File: src/rtl/led_sequencer_if.sv
// rtl/led_sequencer_if.sv - button/mode controls in, colour/wrap/dir status out
interface led_sequencer_if #(
    parameter int WIDTH = 3
);
    logic             button;
    logic [1:0]       mode;
    logic             step_mode;
    logic [WIDTH-1:0] colour;
    logic             wrap;
    logic             dir;

    modport master (
        output button, mode, step_mode,
        input  colour, wrap, dir
    );

    modport slave (
        input  button, mode, step_mode,
        output colour, wrap, dir
    );
endinterface

File: src/rtl/led_sequencer.sv
// rtl/led_sequencer.sv - debounced push-button colour sequencer with up/down/bounce/freeze modes
module led_sequencer #(
    parameter int WIDTH    = 3,
    parameter int FIRST    = 1,
    parameter int LAST     = 6,
    parameter int DEBOUNCE = 4,
    parameter int PRESCALE = 1
) (
    input  logic          clk,
    input  logic          rst,
    led_sequencer_if.slave bus
);
    localparam int DBW = (DEBOUNCE > 1) ? $clog2(DEBOUNCE) : 1;
    localparam int PSW = (PRESCALE > 1) ? $clog2(PRESCALE) : 1;
    localparam logic [WIDTH-1:0] FIRST_C = WIDTH'(FIRST);
    localparam logic [WIDTH-1:0] LAST_C  = WIDTH'(LAST);
    localparam logic [WIDTH-1:0] ONE     = WIDTH'(1);
    localparam logic [DBW-1:0]   DB_MAX  = DBW'(DEBOUNCE - 1);
    localparam logic [PSW-1:0]   PS_MAX  = PSW'(PRESCALE - 1);

    logic             s1, s2;
    logic             btn_db, btn_db_prev;
    logic [DBW-1:0]   db_cnt;
    logic [PSW-1:0]   ps_cnt;
    logic [WIDTH-1:0] colour_q;
    logic             wrap_q, dir_q;

    logic             step_req;
    logic             out_of_range;
    logic [WIDTH-1:0] nxt_colour;
    logic             nxt_wrap, nxt_dir;

    assign bus.colour = colour_q;
    assign bus.wrap   = wrap_q;
    assign bus.dir    = dir_q;

    assign out_of_range = (colour_q < FIRST_C) || (colour_q > LAST_C);

    always_comb begin
        step_req = 1'b0;
        if (bus.step_mode)
            step_req = btn_db & ~btn_db_prev;
        else
            step_req = btn_db && (ps_cnt == PS_MAX);
    end

    // Sequence end points are handled explicitly so the code never wraps modulo 2^WIDTH.
    always_comb begin
        nxt_colour = colour_q;
        nxt_wrap   = 1'b0;
        nxt_dir    = dir_q;
        case (bus.mode)
            2'b00: begin
                if (colour_q == LAST_C) begin
                    nxt_colour = FIRST_C;
                    nxt_wrap   = 1'b1;
                end else begin
                    nxt_colour = colour_q + ONE;
                end
            end
            2'b01: begin
                if (colour_q == FIRST_C) begin
                    nxt_colour = LAST_C;
                    nxt_wrap   = 1'b1;
                end else begin
                    nxt_colour = colour_q - ONE;
                end
            end
            2'b10: begin
                if (!dir_q) begin
                    if (colour_q == LAST_C) begin
                        nxt_colour = LAST_C - ONE;
                        nxt_dir    = 1'b1;
                        nxt_wrap   = 1'b1;
                    end else begin
                        nxt_colour = colour_q + ONE;
                    end
                end else begin
                    if (colour_q == FIRST_C) begin
                        nxt_colour = FIRST_C + ONE;
                        nxt_dir    = 1'b0;
                        nxt_wrap   = 1'b1;
                    end else begin
                        nxt_colour = colour_q - ONE;
                    end
                end
            end
            default: begin
                nxt_colour = colour_q;
            end
        endcase
    end

    always_ff @(posedge clk) begin
        if (rst) begin
            s1          <= 1'b0;
            s2          <= 1'b0;
            btn_db      <= 1'b0;
            btn_db_prev <= 1'b0;
            db_cnt      <= '0;
            ps_cnt      <= '0;
            colour_q    <= FIRST_C;
            wrap_q      <= 1'b0;
            dir_q       <= 1'b0;
        end else begin
            s1          <= bus.button;
            s2          <= s1;
            btn_db_prev <= btn_db;

            if (s2 != btn_db) begin
                if (db_cnt == DB_MAX) begin
                    btn_db <= s2;
                    db_cnt <= '0;
                end else begin
                    db_cnt <= db_cnt + 1'b1;
                end
            end else begin
                db_cnt <= '0;
            end

            if (!bus.step_mode && btn_db)
                ps_cnt <= (ps_cnt == PS_MAX) ? '0 : ps_cnt + 1'b1;
            else
                ps_cnt <= '0;

            if (out_of_range) begin
                colour_q <= FIRST_C;
                wrap_q   <= 1'b0;
                dir_q    <= 1'b0;
            end else if (step_req) begin
                colour_q <= nxt_colour;
                wrap_q   <= nxt_wrap;
                dir_q    <= (bus.mode == 2'b10) ? nxt_dir : 1'b0;
            end else begin
                wrap_q   <= 1'b0;
                dir_q    <= (bus.mode == 2'b10) ? dir_q : 1'b0;
            end
        end
    end
endmodule
File: src/flat_wrapper.sv
// flat-port wrapper written by rule: the top's interface ports become plain ports
module led_sequencer_flat 
#(
    parameter int WIDTH    = 3,
    parameter int FIRST    = 1,
    parameter int LAST     = 6,
    parameter int DEBOUNCE = 4,
    parameter int PRESCALE = 1
)
  (clk, rst, bus_button, bus_mode, bus_step_mode, bus_colour, bus_wrap, bus_dir);
  led_sequencer_if #(.WIDTH(WIDTH)) bus_i ();
  input  logic clk;
  input  logic rst;
  input wire logic [$bits(bus_i.button)-1:0] bus_button;
  input wire logic [$bits(bus_i.mode)-1:0] bus_mode;
  input wire logic [$bits(bus_i.step_mode)-1:0] bus_step_mode;
  output wire logic [$bits(bus_i.colour)-1:0] bus_colour;
  output wire logic [$bits(bus_i.wrap)-1:0] bus_wrap;
  output wire logic [$bits(bus_i.dir)-1:0] bus_dir;
  assign bus_i.button = bus_button;
  assign bus_i.mode = bus_mode;
  assign bus_i.step_mode = bus_step_mode;
  assign bus_colour = bus_i.colour;
  assign bus_wrap = bus_i.wrap;
  assign bus_dir = bus_i.dir;
  led_sequencer #(.WIDTH(WIDTH), .FIRST(FIRST), .LAST(LAST), .DEBOUNCE(DEBOUNCE), .PRESCALE(PRESCALE)) u_core (.clk(clk), .rst(rst), .bus(bus_i));
endmodule
File: config.mk
export PLATFORM = sky130hd
export DESIGN_NAME = led_sequencer_flat
export DESIGN_NICKNAME = d
export VERILOG_FILES = /design/src/rtl/led_sequencer_if.sv /design/src/rtl/led_sequencer.sv /design/src/flat_wrapper.sv
export SDC_FILE = /design/constraint.sdc
export NUM_CORES = 1
export LEC_CHECK = 0
export ABC_AREA = 1
export ABC_CLOCK_PERIOD_IN_PS = 1700
export CORE_MARGIN = 1.5
export CORE_UTILIZATION = 45
export DETAILED_ROUTE_END_ITERATION = 8
export DONT_BUFFER_PORTS = 1
export PLACE_DENSITY = 0.72
export SYNTH_ARGS = -nofsm -noshare
export SYNTH_HDL_FRONTEND = slang
export SYNTH_SLANG_ARGS = --single-unit
File: constraint.sdc
create_clock -name clk -period 1.7 [get_ports clk]
set_input_delay 0.255 -clock clk [delete_from_list [all_inputs] [get_ports clk]]
set_output_delay 0.255 -clock clk [all_outputs]
set_load 0.005 [all_outputs]
# [Word level (Yosys, flattened, before mapping)]
# Index checks and enable logic that the tools add are counted.
[totals] word_cells=56 out_inout_bits=5 input_bits=6 regBits=12
[op_classes] bitwise=6 n_eq_ne=7 reduce_logical=12 n_lt_le_gt_ge=2 addsub=4 mux=16
[ops] operator="$mux W3" n=5
[ops] operator="$mux W1" n=9
[ops] operator="$pmux W3 S3" n=1
[ops] operator="$reduce_or A3 Y1" n=3
[ops] operator="$not A1 Y1" n=5
[ops] operator="$eq A2 B2 Y1 const B" n=2
[ops] operator="$reduce_and A2 Y1" n=2
[ops] operator="$add A3 B1 Y3 const B" n=1
[ops] operator="$eq A3 B1 Y1 const B" n=1
[ops] operator="$eq A3 B3 Y1 const B" n=1
[ops] operator="$gt A3 B3 Y1 const B" n=1
[ops] operator="$lt A3 B1 Y1 const B" n=1
[ops] operator="$pmux W1 S3" n=1
[ops] operator="$reduce_bool A3 Y1" n=1
[ops] operator="$sub A3 B1 Y3 const B" n=1
[ops] operator="$add A2 B1 Y2 const B" n=1
[ops] operator="$eq A2 B1 Y1 const B" n=1
[ops] operator="$logic_and A1 B1 Y1" n=2
[ops] operator="$logic_not A2 Y1" n=1
[ops] operator="$ne A2 B1 Y1 const B" n=1
[ops] operator="$reduce_or A2 Y1" n=1
[ops] operator="$add A1 B1 Y1 const B" n=1
[ops] operator="$and A1 B1 Y1" n=1
[ops] operator="$logic_not A1 Y1" n=1
[ops] operator="other kinds (2)" n=2

# [Depth between registers and ports, before layout]
[logic_depth] word_depth=5 mapped_depth=10 mapped_depth_nobuf=10

# [Worst setup path before layout]
# No wires, ideal clock.
[synth_path] path_kind="register -> register" from="reg u_core.colour_q[1], in the netlist u_core.bus.colour[1]" to="reg u_core.colour_q[2], in the netlist u_core.bus.colour[2]" period_less_slack_ns=1.317 stages_incl_launch_ff=10 path_slack_ns=0.383 t_arrival_ns=1.251 required_time_ns=1.634 cell_sequence="dfxtp_1 > inv_1 > ha_1 > nand2_8 > nand2_2 > nand2_2 > nand3_2 > nand2_1 > nand2_1 > a21oi_2"
[synth_via] elab_chain_len=4 elab_cells_between_ends=14 cone_classes="add/sub: 2; order compare: 2; eq/ne: 2; mux: 6; reduce/logical: 2"
[synth_rtl] item="start: declaration" line_no="led_sequencer.sv:25" rtl="logic [WIDTH-1:0] colour_q;"
[synth_rtl] item="start signal: assignment" line_no="led_sequencer.sv:131" rtl="colour_q <= nxt_colour;"
[synth_rtl] item="$add A3 B1 Y3 (tied with other cells)" line_no="led_sequencer.sv:58, led_sequencer.sv:76"
[synth_rtl] item="$mux W3, on equally long branches" line_no="led_sequencer.sv:71, led_sequencer.sv:79"
[synth_rtl] item="$mux W3" line_no="led_sequencer.sv:70" rtl="if (!dir_q) begin"
[synth_rtl] item="$pmux W3 S3" line_no="led_sequencer.sv:52" rtl="case (bus.mode)"
# Parallel ways exist; a longest one is shown, timed or not.
# A chain may end at the register's enable or synchronous reset.

# [Final worst setup path]
[layout_path] from="reg u_core.colour_q[0], in the netlist u_core.bus.colour[0]" to="reg u_core.colour_q[1], in the netlist u_core.bus.colour[1]"
# The elaborated chain is that of the path after synthesis.

==> impl_metrics.toml <==
[floorplanning]
die_area_sq_mm = 0.00207
coreArea_sq_mm = 0.00171
ioPinCount = 11
initial_utilization_pct = 47.5
num_rows = 15
die_w_um = 45.5
die_h_um = 45.5

[global_routing]
grt_max_degree = 11
grt.overflow.total = 0
antenna_found_initial = 0
grt.busiest_layer = "met2"
globalRouteMet1Util_pct = 22.2
globalRouteMet2Util_pct = 23.7
track_usage_pct = 16.0
grt_pass1_wl_mm = 2.44
grt_use_met3_pct = 5.56
grt_pass1_vias = 584

[timing]
maxSlewHeadroom_pct = 65.8
worst_pin_slew_ns = 0.512
rsz0062_at_grt = "false"
timing.final.crit_period_ns = 1.45
whs_ns = 0.0491
skew_ns = 0.00656
finalWorstSetupSlack_ns = 0.246
post-route-period-util_pct = 85.5
final-hold-violation-count = 0
slew_violations = 0
setup_viol = 0
fmax_ghz = 0.688
finalSetupTns_ns = 0

[clock_network]
cts_tree = "done"
insertion_delay_ns = 0.27
clk_path_buf_depth = 2
h-tree-depth = 1
numCtsBuffers = 3
ctsRootBufferMaster = "clkbuf_4"
cts.sinks = 12
path_clk_slew_ns = 0.08

[routing]
wire_per_inst_um = 10.0
drc_errors = 0
via_per_inst = 4.65
detail-route-antenna-nets = 0
dr.pass1.iters = 3
routed_wl_mm = 1.38
dr.first_iter.drc_count = 14
via_count = 642

[power_and_ir_drop]
p_leak_nw = 0.425
powerDensity_mw_per_mm2 = 634
peakVddDrop_mv = 0.392
power.total_mw = 0.551

[critical_path]
worstPathArrival_ns = 1.60
cp_max_fo = 6
cp_cell_sequence = "inv_1 -> ha_1 -> nand2_4 -> nand3_1 -> nand3_2 -> inv_1 -> o21ai_1 -> a21oi_1"
slowest_stage = "dfxtp_1"
critPathCaptureType = "register"
cp.required_ns = 1.85
cpPeakStageDelay_ns = 0.45
cp-start-kind = "register"
crit_type = "register to register"
cpMostUsedCell = "inv_1"

[logic_synthesis]
seq_area_frac_synth_pct = 29.6
synth_fp_nets = 126
yosysUniqueCellTypes = 24
syn-cell-area_sq_um = 812
synth_top_family_by_area = "simple AND/OR/NAND/NOR gates"
synth_warnings = 0
muxShareOfSynthArea_pct = 1.39
ys_ff_latch = 12
synthSimpleGateAreaFrac_pct = 28.2
avgSynthCellArea_sq_um = 7.38
synth_compound_area_share_pct = 13.3
synth-xor-area-share_pct = 0
synth-adder-area-share_pct = 15.4
postSynthCellCount = 110

[layout]
diodes = 0
final_cell_area_sq_um = 870
drive_gt1_share_pct = 15.9
fin_nets = 130
syn_to_final_growth_pct = 7.09
fillers = 176

[placed_design]
dpl_worst_slack_ns = 0.161
port_buffers = 0
placed_area_sq_um = 832
hpwl_mm = 1.13
gp_congestion = 0.901

[min_path]
hold_path.class = "input pin to register"

[job]
maxCapViolCount = 0

[outcome]
status = "finished clean"
## registers in the layout, indices dropped and copies added, names as in the netlist
signal / count
u_core.s1: 1
u_core.bus.dir: 1
u_core.btn_db: 1
u_core.btn_db_prev: 1
u_core.bus.wrap: 1
u_core.db_cnt: 2
u_core.bus.colour: 3
u_core.s2: 1
u_core.ps_cnt: 1
## metrics by stage
step	util, %	std cells
final	50.9	138
after global routing	50.9	138
after global placement	48.7	134
after CTS	50.8	138
after floorplan	-	110
after detailed placement	48.7	134
## area by class of cell
cell class | count | area (sq um) | share of cell area (%)
sequential | 12 | 241 | 27.8
clock buffer | 4 | 36.3 | 4.17
multi-input combinational | 76 | 477 | 54.8
inverter | 21 | 83.8 | 9.64
tap | 25 | 31.3 | 3.60
## cells in the mapped netlist (all sizes together)
library cell  count  area, sq um
nand4             1         6.26
nor2             11         43.8
mux2              1         11.3
dfxtp            12          240
conb              1         3.75
a21oi             9         48.8
nand3             9         60.1
buf               1         11.3
nand2            24          119
ha               10          125
inv              21         83.8
a211oi            1         7.51
o211ai            1         7.51
o21ai             8         43.8
## cells in the final DEF, fill, tap and decap left out, types with 2 or more instances in the layout
cell | netlist | final
nand3_2 | 3 | 3
nor2_1 | 10 | 10
dfxtp_1 | 12 | 11
inv_1 | 19 | 19
o21ai_1 | 3 | 3
clkbuf_4 | 0 | 3
a21oi_1 | 8 | 8
nand2_1 | 20 | 20
ha_1 | 10 | 10
o21ai_0 | 4 | 4
nand3_1 | 6 | 6
nand2_2 | 2 | 2
## path summary, 6_finish.rpt
path                            slack, ns  cells past startpoint              endpoint                  from
worst max-delay path                 0.25                      8  u_core.bus.colour[1]  u_core.bus.colour[0]
worst min-delay path                 0.05                      1             u_core.s1                   rst
worst max register to register       0.25                      8  u_core.bus.colour[1]  u_core.bus.colour[0]
worst min register to register       0.40                      2             u_core.s2             u_core.s1
## worst max-delay path, delay by kind of cell, from the launching register on
family | cells | cell delay [ns]
flops | 1 | 0.45
buf+inv | 2 | 0.20
fa+ha+maj | 1 | 0.26
simple gates | 3 | 0.30
compound gates | 2 | 0.12
## where the power goes
group          internal [mW]  switching (mW)  total [mW]
sequential             0.285         0.00150       0.286
combinational         0.0141          0.0250      0.0391
clock                  0.130          0.0953       0.225
## metal layers
layer / vias to the layer above / part of all wire (%)
met5: - / 0
met4: 0 / 0.72
met3: 2 / 3.1
met2: 7 / 45
met1: 279 / 51
li1: 354 / -
## cell families (layout without fill, tap and decap cells)
logic type,Yosys count,count (layout)
simple gates,45,45
mux,1,1
buf+inv,22,25
flops,12,12
fa+ha+maj,10,10
other cells,1,1
compound gates,19,19
## repair_timing
action,4_1_cts,5_1_grt
buffers inserted,0,0
hold buffers,0,0
endpoints found under the hold margin,0,0
endpoints found under the setup margin,0,1
resized for setup,0,1
No activity file was read; power rests on OpenSTA's default activity.
==> patch (same settings) <==
Remove the case item `2'b00` of the case on `bus.mode`.
--- a/src/rtl/led_sequencer.sv
+++ b/src/rtl/led_sequencer.sv
@@ -52,10 +52,2 @@
         case (bus.mode)
-            2'b00: begin
-                if (colour_q == LAST_C) begin
-                    nxt_colour = FIRST_C;
-                    nxt_wrap   = 1'b1;
-                end else begin
-                    nxt_colour = colour_q + ONE;
-                end
-            end
             2'b01: begin
Formal check against the unedited RTL: not equivalent (a bounded check fails within 10 cycles, from zero or initial values and one cycle with rst high).
==> patch against the original RTL <==
- cell count decreased by 12%
- clock power decreased by 3%
- synthesized area decreased by 15%
- hold slack is essentially flat
- sequential cell count unchanged
- critical path depth did not move
- routed wire length fell by 18%
- design area decreased by 14%
- total power decreased by 4.1%
- worst setup slack gained 75 ps
- critical path type unchanged
- critical endpoint unchanged
==> patch: results (changes against the original RTL) <==
- Status: finished clean
- The setup skew after layout is 3.05 ps (-3.52 ps).
- Initial DRT Pass Iterations: 4 (+1)
* Number of buffers inserted by post-CTS setup repair: 0 (unchanged)
- Final estimated routing congestion in global placement: 0.814 (-9.6%)
- Number of buffers inserted during clock tree synthesis: 3 (unchanged)
* Internal: 0.424 mW (-1.2%)
* Fraction of final layout cells with drive strength greater than 1: 9.43% (-6.5 points)
- Fin nets: 120 (-7.7%)
* DP HPWL: 906 um (-20%)
- The antenna diode count is 0 (unchanged).
* Number of antenna violations at the first check in global routing: 0 (unchanged)
- Maximum number of pins on one net before global-route repair: 9 (-2)
* Max FFs per register: 3 (unchanged)
* Register area share after synthesis: 34.8% (+5.2 points)
- The worst hold margin came to 48.8 ps (-0.282 ps).
* Largest vdd supply drop: 0.581 mV (+48%)
- The overall track demand over capacity in global routing is 14.8% (-1.1 points).
* Ranking of synthesized cells by area: dfxtp_1 (35%), ha_1 (13%), nand2_1 (13%)
* Vias: 599 (-6.7%)
- The reported leakage power is 0.399 nW (-6.1%).
- The worst reg-to-reg path cell count came to 8 (unchanged).
- Kind of path behind the tightest hold check: in2reg
- Worst setup slack before clock tree synthesis: 333 ps (+172 ps)
- The first-pass GRT wire length came to 2010 um (-18%).
* Capturing point of the worst reg2reg path: u_core.bus.colour[1]
- Detailed-route wire length: 1130 um (-18%)
* Post-synthesis async set-or-reset flop share: 0% (unchanged)
* Power share of the sequential group: 54.2% (+2.2 points)
- Reg2reg setup slack: 320 ps (+80 ps)
- Syn. warnings: 0 (unchanged)
* Crit Path Max Fanout: 6 (unchanged)
- Number of H-tree levels: 1 (unchanged)
- Maximum number of buffers from clock root to sink: 2 (unchanged)
- The commonest cells after synthesis are nand2_1 (23), inv_1 (21), dfxtp_1 (12).
- Number of distinct standard cells referenced by the synthesized netlist: 18 (-25%)
- The number of DRC markers after the initial detailed-route iteration was 10 (-4).
- Wire length per cell: 9.37 um (-6.4%)
- Startpoint of the worst-slack reg-to-reg timing path: u_core.bus.colour[1]
- The number of global-route vias before repair is 503 (-14%).
* Post-Synthesis Cells: 102 (-7.3%)
- Insertion delay of the later-clocked pin in the worst-skew pair: 270 ps (about the same)
patch: cell count changes in the layout (fill, tap and decap cells not counted), moves of 2 or more:
| cell | unedited run | this run |
|---|---|---|
| nand2_1 | 20 | 23 |
| nand3_2 | 3 | 1 |
| inv_1 | 19 | 21 |
| nand3_1 | 6 | 9 |
| ha_1 | 10 | 7 |
| o21ai_1 | 3 | 0 |
| a21oi_1 | 8 | 3 |
patch: how the worst max path moves through the flow:
| stage | start | to | slack, ps |
|---|---|---|---|
| 2_1_floorplan | u_core.bus.colour[1] | u_core.bus.colour[1] | 460 |
| 3_3_place_gp | u_core.bus.colour[1] | u_core.bus.colour[1] | 330 |
| 3_5_place_dp | u_core.bus.colour[1] | u_core.bus.colour[1] | 330 |
| 4_1_cts | u_core.bus.colour[1] | u_core.bus.colour[1] | 320 |
| 5_1_grt | u_core.bus.colour[1] | u_core.bus.colour[1] | 210 |
| 6_report | u_core.bus.colour[1] | u_core.bus.colour[1] | 320 |
patch: power by group through the flow:
stage               clock network [mW]  logic [mW]  registers [mW]
floorplan                            0      0.0192           0.293
finish                           0.219      0.0229           0.287
CTS                              0.229      0.0229           0.287
global placement                     0      0.0222           0.293
global route                     0.240      0.0268           0.287
detailed placement                   0      0.0227           0.293
patch: stage by stage:
step	total power [mW]	area (sq um)	utilization, %
2_1_floorplan	0.312	691	-
3_3_place_gp	0.315	709	51.9
3_5_place_dp	0.316	709	51.9
4_1_cts	0.539	746	54.6
5_1_grt	0.554	746	54.6
6_report	0.529	746	54.6
patch: critical path, cell delays in order, from the launching register on:
cell	delay, ps
dfxtp_1	430
inv_1	110
ha_1	230
inv_1	80
nor2_1	60
o21ai_0	160
nand3_1	90
nand2_1	70
nor2_1	40
patch: logic make-up (layout without fill, tap and decap cells):
| logic type | count (synthesis) | count (layout) | synth area share (%) |
|---|---|---|---|
| AO/OA/AOI/OAI | 10 | 10 | 8.33 |
| other | 1 | 1 | 0.543 |
| adder cells (fa/ha/maj) | 7 | 7 | 12.7 |
| AND/OR/NAND/NOR | 49 | 49 | 31.2 |
| buffers and inverters | 23 | 27 | 12.5 |
| flip-flops | 12 | 12 | 34.8 |
patch: area by class of cell:
type,instances,area [sq um]
multi-input cells,67,364
inverters,23,86.3
well taps,15,18.8
flip-flops and latches,12,240
fillers,148,621
clock buffers,4,36.3
patch: routing by layer:
metal | vias to the layer above | track usage, % | routed length (um)
li1 | 323 | - | -
met1 | 261 | 18.2 | 561
met2 | 13 | 23.7 | 497
met3 | 2 | 7.76 | 66
met4 | 0 | 1.88 | 9
met5 | - | 0 | 0
